<file path="config.mk">
export PLATFORM = sky130hd
export DESIGN_NAME = sk9822_chain_driver
export DESIGN_NICKNAME = d
export VERILOG_FILES = /design/src/rtl/sk9822_pkg.sv /design/src/rtl/sk9822_sck_gen.sv /design/src/rtl/sk9822_chain_driver.sv
export SDC_FILE = /design/constraint.sdc
export NUM_CORES = 1
export LEC_CHECK = 0
export CAP_MARGIN = 20
export CELL_PAD_IN_SITES_DETAIL_PLACEMENT = 1
export CELL_PAD_IN_SITES_GLOBAL_PLACEMENT = 2
export CORE_MARGIN = 2
export CORE_UTILIZATION = 37
export CTS_CLUSTER_SIZE = 28
export DETAILED_ROUTE_END_ITERATION = 8
export GPL_ROUTABILITY_DRIVEN = 0
export GPL_TIMING_DRIVEN = 0
export PLACE_DENSITY_LB_ADDON = 0.1
export SETUP_SLACK_MARGIN = 0.05
export SLEW_MARGIN = 15
export SYNTH_ARGS = -nofsm -noshare
export SYNTH_HDL_FRONTEND = slang
export SYNTH_SLANG_ARGS = --single-unit
</file>
<file path="constraint.sdc">
create_clock -name clk -period 2.5 [get_ports clk]
set_input_delay 0.5 -clock clk [delete_from_list [all_inputs] [get_ports clk]]
set_output_delay 0.5 -clock clk [all_outputs]
set_load 0.05 [all_outputs]
</file>
<file path="src/rtl/sk9822_pkg.sv">
// Shared constants, FSM state type and end-frame sizing for the SK9822/APA102 chain driver.
package sk9822_pkg;

   localparam logic [31:0] START_WORD = 32'h0000_0000;
   localparam logic [31:0] END_WORD   = 32'hFFFF_FFFF;
   localparam logic [2:0]  HDR        = 3'b111;

   typedef enum logic [1:0] {
      IDLE,
      START_F,
      PIXEL,
      END_F
   } state_t;

   // One 32-bit end word covers 64 LEDs of data-propagation delay (half a clock each).
   function automatic int end_words(input int led_num);
      int w;
      w = (led_num + 63) / 64;
      return (w < 1) ? 1 : w;
   endfunction

endpackage

</file>
<file path="src/rtl/sk9822_sck_gen.sv">
// SCK phase generator: CLK_DIV clk cycles per half-period, low phase first, idle-low when disabled.
module sk9822_sck_gen #(
   parameter int CLK_DIV = 14
) (
   input  logic clk,
   input  logic rst_n,
   input  logic en,
   output logic sk_ck_next,
   output logic fall_tick,
   output logic bit_end
);

   localparam int               DIV_W    = (CLK_DIV > 2) ? $clog2(CLK_DIV) : 1;
   localparam logic [DIV_W-1:0] DIV_LAST = DIV_W'(CLK_DIV - 1);

   logic [DIV_W-1:0] div_cnt;
   logic             phase_hi;
   logic             phase_end;

   assign phase_end  = en && (div_cnt == DIV_LAST);
   assign sk_ck_next = en && (phase_end ? !phase_hi : phase_hi);
   assign fall_tick  = en && !phase_hi && (div_cnt == '0);
   assign bit_end    = phase_end && phase_hi;

   // NOTE: state registers use non-blocking assignments so every flop samples pre-edge values.
   always_ff @(posedge clk or negedge rst_n) begin
      if (!rst_n) begin
         div_cnt  <= '0;
         phase_hi <= 1'b0;
      end else if (!en) begin
         div_cnt  <= '0;
         phase_hi <= 1'b0;
      end else if (phase_end) begin
         div_cnt  <= '0;
         phase_hi <= !phase_hi;
      end else begin
         div_cnt  <= div_cnt + DIV_W'(1);
      end
   end

endmodule

</file>
<file path="src/rtl/sk9822_chain_driver.sv">
// SK9822/APA102 chain driver: one start frame, LED_NUM pixel words and a length-scaled end frame per start.
module sk9822_chain_driver
   import sk9822_pkg::*;
#(
   parameter int LED_NUM = 11,
   parameter int CLK_DIV = 14,
   parameter int ADDR_W  = 8
) (
   input  logic              clk,
   input  logic              rst_n,
   input  logic              start,
   input  logic [4:0]        bright,
   output logic [ADDR_W-1:0] pix_addr,
   input  logic [23:0]       pix_data,
   output logic              busy,
   output logic              done,
   output logic              sk_ck,
   output logic              sk_da
);

   localparam int                END_WORDS     = end_words(LED_NUM);
   localparam int                TOTAL_WORDS   = 1 + LED_NUM + END_WORDS;
   localparam int                WC_W          = $clog2(TOTAL_WORDS + 1);
   localparam logic [WC_W-1:0]   LAST_PIX_IDX  = WC_W'(LED_NUM);
   localparam logic [WC_W-1:0]   LAST_WORD_IDX = WC_W'(TOTAL_WORDS - 1);
   localparam logic [ADDR_W-1:0] LAST_ADDR     = ADDR_W'(LED_NUM - 1);

   state_t            state_q, state_d;
   logic [4:0]        bit_cnt;
   logic [WC_W-1:0]   word_cnt;
   logic [31:0]       shreg;
   logic [4:0]        bright_q;
   logic [23:0]       pix_reg;
   logic              sk_ck_next, fall_tick, bit_end;
   logic              word_end, accept, refresh_end;
   logic [31:0]       next_word;

   sk9822_sck_gen #(
      .CLK_DIV (CLK_DIV)
   ) u_sck_gen (
      .clk        (clk),
      .rst_n      (rst_n),
      .en         (busy),
      .sk_ck_next (sk_ck_next),
      .fall_tick  (fall_tick),
      .bit_end    (bit_end)
   );

   assign word_end = bit_end && (bit_cnt == 5'd31);
   assign sk_da    = shreg[31];

   always_ff @(posedge clk or negedge rst_n) begin
      if (!rst_n) state_q <= IDLE;
      else        state_q <= state_d;
   end

   // NOTE: every always_comb output gets a default first, so no path can infer a latch.
   always_comb begin
      state_d     = state_q;
      accept      = 1'b0;
      refresh_end = 1'b0;
      case (state_q)
         IDLE:    if (start) begin
                     accept  = 1'b1;
                     state_d = START_F;
                  end
         START_F: if (word_end) state_d = PIXEL;
         PIXEL:   if (word_end && (word_cnt == LAST_PIX_IDX)) state_d = END_F;
         END_F:   if (word_end && (word_cnt == LAST_WORD_IDX)) begin
                     state_d     = IDLE;
                     refresh_end = 1'b1;
                  end
         default: state_d = IDLE;
      endcase
      next_word = (state_d == PIXEL)
                ? {HDR, bright_q, pix_reg[7:0], pix_reg[15:8], pix_reg[23:16]}
                : END_WORD;
   end

   always_ff @(posedge clk or negedge rst_n) begin
      if (!rst_n) begin
         busy     <= 1'b0;
         done     <= 1'b0;
         sk_ck    <= 1'b0;
         shreg    <= '0;
         bit_cnt  <= '0;
         word_cnt <= '0;
         bright_q <= '0;
         pix_addr <= '0;
         pix_reg  <= '0;
      end else begin
         done    <= 1'b0;
         sk_ck   <= sk_ck_next;
         pix_reg <= pix_data;
         if (accept) begin
            busy     <= 1'b1;
            bright_q <= bright;
            pix_addr <= '0;
            word_cnt <= '0;
            bit_cnt  <= '0;
            shreg    <= START_WORD;
         end else if (refresh_end) begin
            // shreg is left as is: its MSB is the final end-frame '1', so sk_da idles high.
            busy <= 1'b0;
            done <= 1'b1;
         end else if (word_end) begin
            word_cnt <= word_cnt + WC_W'(1);
            bit_cnt  <= '0;
            shreg    <= next_word;
         end else if (bit_end) begin
            bit_cnt  <= bit_cnt + 5'd1;
            shreg    <= {shreg[30:0], 1'b0};
         end
         // Fetch the next pixel as soon as the current pixel word has been loaded.
         if (fall_tick && (bit_cnt == '0) && (state_q == PIXEL) && (pix_addr != LAST_ADDR))
            pix_addr <= pix_addr + ADDR_W'(1);
      end
   end

endmodule

</file>
==> results.ini <==
[final_layout]
ff_latch_area_um2=2177
nFillCells=1154
drive_gt1_share_pct=10.59
multi_input_comb_area_um2=1595
fin_cells=542
largest_register_ffs=32
area_growth_syn_to_layout_pct=22.26
diodes=0
fin_nets=445
final_cell_area_um2=4762

[power]
p_total_w=0.002543
powerDensity_nw_per_um2=533.9
power.leakage_nw=2.204
ir_worst_vdd_v=0.0003467

[yosys]
synth_top_cell_area_share_pct=55.89
avgSynthCellArea_um2=11.22
yosys_warnings=0
yosys-top-cells-area=dfrtp_1 56%, a32o_1 7.5%, nand2b_1 5.3%
yosys.cell_count.top_type=dfrtp_1
synth_cell_types=44
yosys.area.top_type=dfrtp_1
ys_seq_area_share_pct=55.89
synth_flop_cell=dfrtp_1
synth-edff-count=0
syn_area_um2=3895
netlist_instances=347
synth_commonest_cells=87 x dfrtp_1, 33 x nand2b_1, 29 x a32o_1, 29 x nand2_1, 28 x or3_1
async_flop_share_pct=100.0
synth.net_count=390
synth-seq-cells=87

[sta]
tightest_slew_ns=0.9391
hold_viol=0
max_freq_ghz=0.4350
setup_violations=0
slew_viol_final=0
fin_skew_ns=0.01379
finalCritPeriodShare_pct=91.95
slew_headroom_pct=36.57
period_needed_ns=2.299
grt_setup_unrepaired=yes
final.setup.worst_slack_ns=0.2014

[critical_path]
crit_required_ns=2.77
cpPeakStageDelay_ns=0.41
critical_path.endpoint_type=flop
crit_fanout=10
cp_common_cell=inv_1
start_kind=flop
cp.arrival_ns=2.57
path_cells=inv_1 -> ha_1 -> nand4_1 -> inv_1 -> ha_4 -> nand2_1 -> clkbuf_4 -> buf_2 -> or3_1 -> a32o_1
path_class=reg2reg
cpMaxStageDelayCell=dfrtp_1

[grt]
grt_max_degree=56
grt_pass1_vias=2980
antenna_found_initial=0
grtUsageTotal_pct=17.28
grt_first_pass_wirelength_mm=15.16
gr-total-overflow=0

[floorplanning]
fp.dieH_um=106.6
core_area_um2=10280
die_x_um=106.6
core.rowCount=37
io_pins=44
start_util_pct=37.90
die_area_um2=11360

[route]
dr_total_vias=2860
viasPerCell=5.277
met2_length_mm=4.259
route.met3.wl_um=262
wirelength_mm=9.043
antenna_left=0
highest_layer=met4
drc=0
firstDrtPassIters=4
dr.first_iter.drc_count=116
met1_length_mm=4.387
routedWlPerCell_um=16.68

[cts]
cts_tree=built
clock-sinks=87
cts_root_buffer=clkbuf_8
ctsHoldBuffers=0
clk_pin_slew_ns=0.09
clk_path_buf_depth=2
htree_levels=3
cts_inserted_buffers=9
clk_latency_ns=0.38

[placed_design]
dp.cells=527
port_buffers=43
pre_cts_ws_ns=-0.09820
hpwlAfterDp_mm=6.126
place_area_um2=4513

[run]
maxCapViolCount=0

[outcome]
outcome=finished, final reports clean

[hold_path]
min_path_type=in2async

## per-layer routing
metal  vias up  track usage (%)
met4         0            5.566
met2        30            26.80
met3        13            5.106
met5         -                0
li1       1357                -
met1      1460            23.33
## worst max-delay path, delay by kind of cell (launching register included)
kind,cells,cell delay (ns)
compound gates,1,0.26
buf+inv,4,0.60
flops,1,0.41
fa+ha+maj,2,0.34
simple gates,3,0.59
## report_power, final
part	internal [W]	switching [W]	total (W)
registers	0.00143	0.00000642	0.00144
clock network	0.000516	0.000506	0.00102
logic	0.0000473	0.0000375	0.0000848
total	0.00199	0.000550	0.00254
## logic make-up after synthesis
family	after synthesis	synth area share, %
AOI/OAI and AO/OA	72	13.88
adders and majority gates	11	3.534
muxes	10	2.602
buffers and inverters	35	4.208
and+or+nand+nor	131	19.66
xor gates and xnor gates	1	0.2249
DFF	87	55.89
## metrics by stage
step | util, % | hold WS, ns | setup TNS [ns]
after floorplan | - | 0.2044 | 0
after global placement | 43.74 | 0.4607 | -211.75
after detailed placement | 43.91 | 0.4621 | -1.699
after CTS | 45.96 | 0.1865 | 0
after global routing | 46.34 | 0.2095 | 0
final | 46.34 | 0.1615 | 0
## timing repair
action,in CTS,in global routing
endpoints found under the hold margin,0,0
buffers inserted,0,0
resized for setup,5,14
setup endpoints to repair,33,36
## cell usage in the layout (no fill, tap or decap), types with 9 or more instances in the layout
cell	count
mux2i_1	9
a32o_1	29
clkdlybuf4s50_1	42
ha_1	10
clkbuf_8	11
inv_1	12
dfrtp_1	87
nand2b_1	33
o21ai_0	22
clkbuf_1	9
nand2_1	29
or3_1	28
## worst paths after layout
| kind | start | to | slack (ns) | cells after the start |
|---|---|---|---|---|
| worst max-delay path | u_sck_gen.div_cnt[1] | shreg[18] | 0.20 | 10 |
| worst min-delay path | rst_n | u_sck_gen.div_cnt[1] | 0.16 | 1 |
| worst max register to register | u_sck_gen.div_cnt[1] | shreg[18] | 0.20 | 10 |
| worst min register to register | bright_q[0] | bright_q[0] | 0.48 | 2 |
| max in group asynchronous | rst_n | bright_q[1] | 1.70 | 2 |
| min in group clk | bright_q[0] | bright_q[0] | 0.48 | 2 |
## final cells by class
type                    count  share of cell area [%]
multi-input cells         225                   33.50
plain buffers              23                   2.706
well taps                 136                   3.573
clock buffers              13                   3.337
flip-flops and latches     87                   45.72
inverters                  12                  0.9459
clock inverters             2                  0.8145
repair buffers             44                   9.406
No activity file was read; power rests on OpenSTA's default activity.
